## config.mk

```make
export PLATFORM = sky130hd
export DESIGN_NAME = muldiv_unit
export DESIGN_NICKNAME = d
export VERILOG_FILES = /design/src/rtl/muldiv_unit.sv
export SDC_FILE = /design/constraint.sdc
export NUM_CORES = 1
export LEC_CHECK = 0
export BUFFER_PORTS_ARGS = -buffer_cell sky130_fd_sc_hd__buf_4
export CORE_MARGIN = 5
export CORE_UTILIZATION = 55
export DETAILED_ROUTE_END_ITERATION = 12
export GPL_TIMING_DRIVEN = 1
export HOLD_SLACK_MARGIN = 0.02
export PLACE_DENSITY_LB_ADDON = 0.25
export SYNTH_ARGS = -nofsm -noshare
export SYNTH_HDL_FRONTEND = slang
export SYNTH_SLANG_ARGS = --single-unit
export TNS_END_PERCENT = 100
```

## constraint.sdc

```tcl
create_clock -name clk -period 7.4 [get_ports clk]
set_clock_uncertainty 0.2 [all_clocks]
set_input_delay 1.11 -clock clk [delete_from_list [all_inputs] [get_ports clk]]
set_output_delay 1.11 -clock clk [all_outputs]
set_load 0.005 [all_outputs]
```

## src/rtl/muldiv_unit.sv

```systemverilog
// Iterative radix-2 multiply/divide unit with HI/LO result registers.
// MULT/MULTU use shift-add, DIV/DIVU use restoring division; one bit per clock.
module muldiv_unit #(
  parameter int unsigned WIDTH = 32
) (
  input  logic             clk,
  input  logic             rst,
  input  logic             start_i,
  input  logic [1:0]       op_i,
  input  logic [WIDTH-1:0] rs_i,
  input  logic [WIDTH-1:0] rt_i,
  input  logic             flush_i,
  input  logic             hi_we_i,
  input  logic             lo_we_i,
  input  logic [WIDTH-1:0] wdata_i,
  output logic             busy_o,
  output logic             done_o,
  output logic [WIDTH-1:0] hi_o,
  output logic [WIDTH-1:0] lo_o
);

  localparam int unsigned CntW = $clog2(WIDTH);

  typedef enum logic [1:0] {StIdle, StRun, StFix} state_e;

  state_e               state_q;
  logic [CntW-1:0]      cnt_q;
  logic [2*WIDTH-1:0]   acc_q;
  logic [WIDTH-1:0]     mcand_q;
  logic [WIDTH-1:0]     hi_q;
  logic [WIDTH-1:0]     lo_q;
  logic                 is_div_q;
  logic                 neg_res_q;
  logic                 neg_rem_q;
  logic                 busy_q;
  logic                 done_q;

  logic                 rs_neg;
  logic                 rt_neg;
  logic [WIDTH-1:0]     rs_mag;
  logic [WIDTH-1:0]     rt_mag;
  logic [WIDTH:0]       mul_sum;
  logic [WIDTH:0]       div_trial;
  logic [WIDTH:0]       div_diff;
  logic                 div_ok;
  logic [2*WIDTH-1:0]   acc_step;
  logic [2*WIDTH-1:0]   prod_fix;
  logic [WIDTH-1:0]     quot_fix;
  logic [WIDTH-1:0]     rem_fix;
  logic [WIDTH-1:0]     fix_hi;
  logic [WIDTH-1:0]     fix_lo;

  always_comb begin
    rs_neg = op_i[0] & rs_i[WIDTH-1];
    rt_neg = op_i[0] & rt_i[WIDTH-1];
    rs_mag = rs_neg ? (~rs_i + 1'b1) : rs_i;
    rt_mag = rt_neg ? (~rt_i + 1'b1) : rt_i;

    // acc_q holds {partial product, multiplier} or {remainder, dividend/quotient}.
    mul_sum   = {1'b0, acc_q[2*WIDTH-1:WIDTH]} + (acc_q[0] ? {1'b0, mcand_q} : '0);
    div_trial = acc_q[2*WIDTH-1:WIDTH-1];
    div_diff  = div_trial - {1'b0, mcand_q};
    div_ok    = ~div_diff[WIDTH];
    if (is_div_q) begin
      acc_step = {(div_ok ? div_diff[WIDTH-1:0] : div_trial[WIDTH-1:0]),
                  acc_q[WIDTH-2:0], div_ok};
    end else begin
      acc_step = {mul_sum, acc_q[WIDTH-1:1]};
    end

    prod_fix = neg_res_q ? (~acc_q + 1'b1) : acc_q;
    quot_fix = neg_res_q ? (~acc_q[WIDTH-1:0] + 1'b1) : acc_q[WIDTH-1:0];
    rem_fix  = neg_rem_q ? (~acc_q[2*WIDTH-1:WIDTH] + 1'b1) : acc_q[2*WIDTH-1:WIDTH];
    if (is_div_q) begin
      // Divide by zero: the remainder naturally equals the dividend; only LO needs forcing.
      fix_hi = rem_fix;
      fix_lo = (mcand_q == '0) ? '1 : quot_fix;
    end else begin
      fix_hi = prod_fix[2*WIDTH-1:WIDTH];
      fix_lo = prod_fix[WIDTH-1:0];
    end
  end

  always_ff @(posedge clk or posedge rst) begin
    if (rst) begin
      state_q   <= StIdle;
      cnt_q     <= '0;
      acc_q     <= '0;
      mcand_q   <= '0;
      hi_q      <= '0;
      lo_q      <= '0;
      is_div_q  <= 1'b0;
      neg_res_q <= 1'b0;
      neg_rem_q <= 1'b0;
      busy_q    <= 1'b0;
      done_q    <= 1'b0;
    end else begin
      done_q <= 1'b0;
      unique case (state_q)
        StIdle: begin
          if (hi_we_i) hi_q <= wdata_i;
          if (lo_we_i) lo_q <= wdata_i;
          if (start_i && !flush_i) begin
            state_q   <= StRun;
            busy_q    <= 1'b1;
            cnt_q     <= '0;
            acc_q     <= {{WIDTH{1'b0}}, rs_mag};
            mcand_q   <= rt_mag;
            is_div_q  <= op_i[1];
            neg_res_q <= rs_neg ^ rt_neg;
            neg_rem_q <= rs_neg;
          end
        end
        StRun: begin
          if (flush_i) begin
            state_q <= StIdle;
            busy_q  <= 1'b0;
            cnt_q   <= '0;
          end else begin
            acc_q <= acc_step;
            cnt_q <= cnt_q + 1'b1;
            if (cnt_q == CntW'(WIDTH - 1)) begin
              state_q <= StFix;
              cnt_q   <= '0;
            end
          end
        end
        StFix: begin
          state_q <= StIdle;
          busy_q  <= 1'b0;
          if (!flush_i) begin
            hi_q   <= fix_hi;
            lo_q   <= fix_lo;
            done_q <= 1'b1;
          end
        end
        default: begin
          state_q <= StIdle;
          busy_q  <= 1'b0;
        end
      endcase
    end
  end

  assign busy_o = busy_q;
  assign done_o = done_q;
  assign hi_o   = hi_q;
  assign lo_o   = lo_q;

endmodule

```

Word-level counts from Yosys, hierarchy flattened
Index checks and enable logic that the tools add are counted.

storage, ports and cells
  output and inout port bits = 66
  flip-flop bits (word level) = 172
  logic and storage cells = 84

operators by class
  mux-type cells = 33
  bitwise logic cells = 9
  add/sub/neg operators = 8
  eq/ne operators = 10
  reduce and logical (&&, ||, !) cells = 13

operators with widths
  operator                                                         number
  32-bit two-way mux                                               13
  64-bit two-way mux                                               4
  32-bit by 1-bit adder with 32-bit output, second input constant  4
  32-bit inverter                                                  4
  32-bit case mux with 2 select lines                              2
  64-bit case mux with 2 select lines                              1
  64-bit by 1-bit adder with 64-bit output, second input constant  1
  64-bit inverter                                                  1
  32-bit by 32-bit adder with 33-bit output                        1
  33-bit by 32-bit subtractor with 33-bit output                   1
  32-bit zero test                                                 1
  5-bit two-way mux                                                3
  2-bit inequality test, second input constant                     6
  5-bit case mux with 2 select lines                               1
  3-bit AND reduction                                              3
  2-bit AND reduction                                              4
  2-bit two-way mux                                                3
  5-bit by 1-bit adder with 5-bit output, second input constant    1
  5-bit == test, second input constant                             1
  1-bit two-way mux                                                4
  2-bit case mux with 2 select lines                               1
  2-bit nonzero test                                               2
  3-bit inequality test, second input constant                     1
  1-bit AND                                                        2
  other kinds (8)                                                  8

Longest topological paths before layout
Gate-level depths: netlist (run 1).

  depth in word-level cells = 7
  mapped depth = 15
  depth with buffers taken out = 14

Worst setup path before layout (run 1)
OpenSTA, ideal clock, no wires.

  kind = flip-flop to flip-flop
  from = register acc_q[31]
  to = register acc_q[49]
  required time = 7074 ps
  path buffers = 1
  period minus slack after synthesis = 3564 ps
  arrival time = 3238 ps
  setup slack = 3836 ps
  stages on the path, launching flop included = 15
  cells stage by stage = dfrtp_1 inv_1 ha_1 fa_1 and2b_1 o31ai_2 a211oi_1 o21ai_0 a2111oi_0 nor2_1 o211ai_2 buf_6 mux2i_1 nor2_1 a221o_1

between the ends
  word-level cells in the longest chain between the ends = 5

ends and longest elaborated chain
  item                                            line  RTL
  from (decl)                                     28    logic [2*WIDTH-1:0] acc_q;
  from (signal assigned)                          107   acc_q <= {{WIDTH{1'b0}}, rs_mag};
  from (signal assigned)                          120   acc_q <= acc_step;
  33-bit by 32-bit subtractor with 33-bit output  62    div_diff = div_trial - {1'b0, mcand_q};
  32-bit two-way mux                              65    acc_step = {(div_ok ? div_diff[WIDTH-1:0] : div_trial[WIDTH-1:0]),
  64-bit two-way mux                              64    if (is_div_q) begin
  64-bit two-way mux                              115   if (flush_i) begin
  64-bit case mux with 2 select lines             99    unique case (state_q)

No other way between the ends. The select of a mux whose other input is x is not followed.
A chain may end at the register's enable or synchronous reset.

Worst setup path in the final report (run 1)
  from = register acc_q[32]
  to = register acc_q[49]

between the ends
  word-level cells in the longest chain between the ends = 5
  elaborated cells between the ends (all ways) = 6
  those cells by class = 2 x add/sub; 4 x mux

ends and longest elaborated chain
  item                                            line
  33-bit by 32-bit subtractor with 33-bit output  62
  32-bit two-way mux                              65
  64-bit two-way mux (*)                          64
  64-bit two-way mux (*)                          115
  64-bit case mux with 2 select lines (*)         99

Mark *: on every way between the ends. The rest lies on a longest branch, timed or not. The select of a mux whose other input is x is not followed.

==> impl_metrics.json, run 1 <==
{
  "fp.dieW_um": 170,
  "netlist_area_um2": 14100,
  "required_ns": 7.52,
  "viasPerCell": 6.26,
  "finalSetupViolations": 0,
  "synth_edf_count": 0,
  "synth.area.top_cells": "dfrtp_1 (30%), o21ai_0 (8.6%), nand2_1 (6.4%), xnor2_1 (6.3%), ha_1 (6.2%)",
  "synth_top_cell_area_share_pct": 30.4,
  "antenna_found_initial": 0,
  "finalPower_mw": 5.67,
  "synth.most_common_cell": "o21ai_0",
  "cts_buffer_depth": 2,
  "diodes": 0,
  "async_flop_share_pct": 100,
  "cts.clk_slew.worst_paths_ns": 0.08,
  "dp_hpwl_um": 34600,
  "seqPwrFrac_pct": 28.6,
  "period_share_pct": 64.6,
  "wl_per_cell_um": 20.3,
  "cp_common_cell": "nor2_1",
  "ant_nets": 0,
  "tns_ns": 0,
  "avgSynthCellArea_um2": 7.84,
  "root_buffer": "clkbuf_16",
  "vias": 14063,
  "synth-simple-area-share_pct": 19.7,
  "hold_path_depth": 2,
  "setup.worst_path.start_class": "flip-flop",
  "status": "completed",
  "rows": 58,
  "netlist.top_cell.by_area": "dfrtp_1",
  "crit_arrival_ns": 4.91,
  "stdcell_count": 2248,
  "synth_xor_area_share_pct": 10.7,
  "start_util_pct": 56.0,
  "critPathMaxStageDelay_ns": 0.60,
  "clkLatencyLatePin_ns": 0.45,
  "numCtsBuffers": 17,
  "grt_usage_pct": 30.9,
  "ys_warn_count": 0,
  "p_leak_nw": 7.37,
  "gp_congestion": 1.00,
  "nets": 2081,
  "yosysSeqAreaShare_pct": 30.4,
  "critPathMaxFanout": 31,
  "intPower_mw": 2.91,
  "power_frac_clock_pct": 16.7,
  "rr_worst_depth": 13,
  "hold_ws_ns": 0.284,
  "drc": 0,
  "io_buffers": 169,
  "hp-class": "flip-flop to flip-flop",
  "max_clock_freq_ghz": 0.209,
  "netlist_instances": 1803,
  "min_to": "mcand_q[18]",
  "timing.rr.start": "acc_q[32]",
  "ys_ff_latch": 172,
  "cts_tree": "done",
  "rsz0062_at_grt": "no",
  "yosysUniqueCellTypes": 80,
  "grt_pass1_wl_um": 71700,
  "synth_compound_area_share_pct": 24.0,
  "hold_violations": 0,
  "syn_nets": 1979,
  "synthAdderAreaFrac_pct": 6.48,
  "core-area_um2": 25300,
  "synth_top_family_by_area": "compound AO/OA/AOI/OAI gates",
  "postCtsSetupBuffers": 0,
  "yosys_most_used_dff": "dfrtp_1",
  "grt_overflow": 0,
  "grt_max_degree": 94,
  "cp-end-kind": "flip-flop",
  "hold_start": "mcand_q[18]",
  "power.density_nw_per_um2": 351,
  "cp_cell_sequence": "inv_1, fa_1, and2b_1, o31ai_2, a211oi_1, o21ai_0, a2111oi_0, nor2_1, o211ai_4, buf_4, mux2i_1, nor2_1, a221o_1",
  "cts_sinks": 172,
  "cap_violations": 0,
  "htree_levels": 4,
  "ios": 170,
  "firstDrtPassIters": 5,
  "slowest_stage": "a2111oi_0",
  "yosys-top-cells-count": "o21ai_0 (243), nand2_1 (242), dfrtp_1 (172)",
  "swShare_pct": 48.6,
  "die-area_um2": 29000,
  "switchingPower_mw": 2.76,
  "syn2layout_area_growth_pct": 14.4,
  "drtIter0Drc": 1523,
  "r2r_slack_ns": 2.62,
  "muxShareOfSynthArea_pct": 4.20,
  "p_comb_share_pct": 54.7,
  "first_global_vias": 13096,
  "worstReg2RegEnd": "acc_q[49]",
  "tightest_slew_ns": 1.28,
  "ir_worst_vdd_uv": 183,
  "critPathKind": "flip-flop to flip-flop",
  "fin_crit_ns": 4.78,
  "hold_buffers": 0,
  "drt-total-wl_um": 45700,
  "die_h_um": 170,
  "slew_violations": 0,
  "dpl.cell_count": 2216,
  "drive_gt1_share_pct": 13.0,
  "ctsResizeCount": 0,
  "slew_headroom_pct": 15.0
}
## registers in the layout, indices dropped and copies added (netlist names)
| signal | flops |
|---|---|
| acc_q | 64 |
| busy_o | 1 |
| cnt_q | 5 |
| done_o | 1 |
| hi_o | 32 |
| is_div_q | 1 |
| lo_o | 32 |
| mcand_q | 32 |
| neg_rem_q | 1 |
| neg_res_q | 1 |
| state_q | 2 |
## through the flow
stage | worst slack (ns) | util, % | instance area, µm²
after floorplan | 1.43 | - | 14100
after global placement | 2.83 | 61.6 | 15600
after CTS | 2.66 | 64.1 | 16200
final | 2.62 | 64.1 | 16200
after global routing | 2.21 | 64.1 | 16200
after detailed placement | 2.70 | 61.6 | 15600
## power by group through the flow
| stage | registers (mW) | clock network, mW | logic [mW] |
|---|---|---|---|
| final | 1.62 | 0.947 | 3.10 |
| after global routing | 1.65 | 0.987 | 3.41 |
| after CTS | 1.60 | 0.948 | 3.04 |
| after detailed placement | 1.62 | 0 | 3.02 |
| after global placement | 1.61 | 0 | 2.99 |
| after floorplan | 1.42 | 0 | 2.30 |
## critical path: cells and delay by family (launching register included)
family	cells	cell delay (ns)
compound gates	6	2.00
buf+inv	2	0.69
flops	1	0.54
simple gates	3	0.50
fa+ha+maj	1	0.46
mux	1	0.27
## cell type report
type / instances / area (µm²)
multi-input combinational: 1468 / 9240
fill: 2238 / 9080
sequential: 172 / 4310
timing repair buffer: 179 / 1340
clock buffer: 17 / 425
tap: 330 / 413
inverter: 67 / 256
clock inverter: 15 / 191
## how the worst max path moves through the flow
stage | startpoint | end | slack, ns | cells after the start
2_1_floorplan | rst | acc_q[0] | 1.43 | 1
3_3_place_gp | acc_q[32] | acc_q[35] | 2.83 | 13
3_5_place_dp | acc_q[32] | acc_q[49] | 2.70 | 13
4_1_cts | acc_q[32] | acc_q[49] | 2.66 | 13
5_1_grt | acc_q[32] | acc_q[49] | 2.21 | 13
6_report | acc_q[32] | acc_q[49] | 2.62 | 13
## logic make-up (layout without fill, tap and decap cells)
kind of cell / count (synthesis) / in the layout
AOI/OAI and AO/OA: 582 / 582
xor gates and xnor gates: 172 / 172
adders and majority gates: 72 / 72
buffers and inverters: 163 / 278
DFF: 172 / 172
muxes: 59 / 59
and+or+nand+nor: 583 / 583
## per-layer routing
layer / GRT usage, % / up-vias / part of all wire [%]
li1: - / 6666 / -
met1: 45.4 / 6635 / 44
met2: 46.9 / 694 / 45
met3: 5.41 / 68 / 9.0
met4: 8.89 / 0 / 2.4
met5: 0 / - / 0
## placed cells by master, fill, tap and decap left out, drive strengths merged, types with 4 or more instances in the layout
cell type	Yosys	layout
o21ai	253	253
nor2b	10	10
nand2b	18	18
nor4b	4	4
a21oi	152	152
nand4	13	13
o211ai	6	6
o21a	8	8
and3	14	14
and2	7	7
nand2	244	244
o22ai	26	26
or4	16	16
o221ai	6	6
nand3b	6	6
clkinv	0	9
a211oi	5	5
mux2i	56	56
dfrtp	172	172
a21o	28	28
ha	70	70
nand3	25	25
inv	67	73
or3	24	24
buf	13	179
clkbuf	83	17
o31ai	24	24
nor2	122	122
nor3	44	44
a22oi	18	18
xor2	70	70
xnor2	102	102
a31oi	17	17
or2	4	4
o41ai	7	7
nor4	24	24
Note: power is estimated with default switching activity, not from simulation.
==> run 2, diff against run 1 <==
Clock period 7.4 ns to 4.8 ns, I/O delays scaled along.
==> run 2 against run 1 <==
  * Sequential share of layout area shrank 0.22 points
  * Count of clock-buffer cells in the layout is the same
  * Register-to-register slack lost 2.1 ns
  * Global-route usage grew 0.088 points
  * Total power grew 56%
  * Sequential cell count is the same
  * Worst setup slack lost 2.1 ns
  * Clock power grew 56%
  * Combinational power grew 59%
  * Hold slack lost 0.11 ns
  * Fmax grew 10%
  * Non-clock buffer count grew 15
==> impl_metrics.json, run 2 (synthesis gave the netlist of run 1 again) <==
{
  "crit_arrival_ns": 4.45,
  "setup.worst_path.start_class": "flip-flop",
  "fin_crit_ns": 4.33,
  "ir_worst_vdd_uv": 296,
  "largest_reg_flops": 64,
  "clkLatencyLatePin_ns": 0.45,
  "die-area_um2": 29000,
  "antenna_found_initial": 0,
  "io_buffers": 169,
  "ant_nets": 0,
  "finalPower_mw": 8.83,
  "p_leak_nw": 7.45,
  "core-area_um2": 25300,
  "start_util_pct": 56.0,
  "drive_gt1_share_pct": 13.7,
  "cts.clk_slew.worst_paths_ns": 0.08,
  "critPathKind": "flip-flop to flip-flop",
  "power.density_nw_per_um2": 541,
  "first_global_vias": 13318,
  "ctsResizeCount": 0,
  "hp-class": "input pin to async pin",
  "die_h_um": 170,
  "rr_worst_depth": 13,
  "numCtsBuffers": 17,
  "grt_overflow": 0,
  "slowest_stage": "inv_1",
  "wl_per_cell_um": 20.1,
  "tightest_slew_ns": 1.25,
  "slew_headroom_pct": 17.0,
  "slew_violations": 0,
  "rsz0062_at_grt": "no",
  "regMostFlops": "acc_q",
  "vias": 14075,
  "grt_max_degree": 123,
  "fp.dieW_um": 170,
  "period_share_pct": 90.2,
  "hold_buffers": 0,
  "drtIter0Drc": 1527,
  "cts_sinks": 172,
  "firstDrtPassIters": 8,
  "cts_buffer_depth": 2,
  "finalSetupViolations": 0,
  "root_buffer": "clkbuf_16",
  "gp_congestion": 0.988,
  "critPathMaxFanout": 20,
  "postCtsSetupBuffers": 0,
  "viasPerCell": 6.22,
  "cts_tree": "done",
  "cp-end-kind": "flip-flop",
  "required_ns": 4.92,
  "grt_pass1_wl_um": 72100,
  "ios": 170,
  "drc": 0,
  "nets": 2096,
  "mostFrequentLayoutCell": "o21ai_0",
  "max_clock_freq_ghz": 0.231,
  "hold_violations": 0,
  "cap_violations": 0,
  "grt_usage_pct": 31.0,
  "drt-total-wl_um": 45500,
  "dp_hpwl_um": 34800,
  "critPathMaxStageDelay_ns": 0.57,
  "syn2layout_area_growth_pct": 15.4,
  "final_cell_mix": "o21ai_0 (243), nand2_1 (241), buf_4 (193)",
  "status": "completed",
  "cp_cell_sequence": "inv_1, nor2_1, ha_1, o21ai_0, a2111oi_0, o2111ai_1, o211a_1, a21oi_1, o2bb2ai_1, a21oi_1, o21ai_0, mux2i_1, nand4_1",
  "tns_ns": 0,
  "diodes": 0,
  "htree_levels": 4,
  "rows": 58
}
## run 2: report_power, final
part,internal [mW],switching (mW)
registers,1.79,0.619
clock network,0.725,0.756
logic,2.04,2.89
## run 2: critical path: cells and delay by family, from the launching register on
| family | cells | cell delay [ns] |
|---|---|---|
| buffers and inverters | 1 | 0.57 |
| DFF | 1 | 0.49 |
| adders and majority gates | 1 | 0.39 |
| and+or+nand+nor | 2 | 0.22 |
| AOI/OAI and AO/OA | 8 | 2.11 |
| muxes | 1 | 0.23 |
## run 2: layout make-up
class / instances / area (µm²)
clock inverter: 15 / 203
timing repair buffer: 194 / 1470
tap: 330 / 413
multi-input combinational: 1468 / 9240
inverter: 67 / 255
fill: 2231 / 8940
sequential: 172 / 4310
clock buffer: 17 / 425
## run 2: worst paths after layout
kind | to | slack, ns | from
hold / removal | acc_q[46] | 0.18 | rst
setup / recovery | acc_q[62] | 0.47 | acc_q[0]
setup reg to reg | acc_q[62] | 0.47 | acc_q[0]
max in group asynchronous | acc_q[7] | 3.16 | rst
min in group clk | is_div_q | 0.27 | op_i[1]
hold reg to reg | mcand_q[5] | 0.29 | mcand_q[5]
## run 2: metrics by stage
step / std cells / utilization (%) / setup slack [ns] / hold slack, ns / area, µm²
after floorplan: 1803 / - / 1.24 / 0.250 / 14100
after global placement: 2231 / 62.1 / 0.694 / 0.266 / 15700
final: 2263 / 64.6 / 0.468 / 0.178 / 16300
after detailed placement: 2231 / 62.1 / 0.580 / 0.273 / 15700
after CTS: 2263 / 64.6 / 0.565 / 0.191 / 16300
after global routing: 2263 / 64.6 / 0.0342 / 0.213 / 16300
## run 2: layer usage
layer  GRT usage, %  up-vias  wire (µm)
met5              0        -          0
met2           46.7      670      20000
met3           5.23      102       3860
met4           11.5        0       1650
met1           44.9     6616      20000
li1               -     6687          -
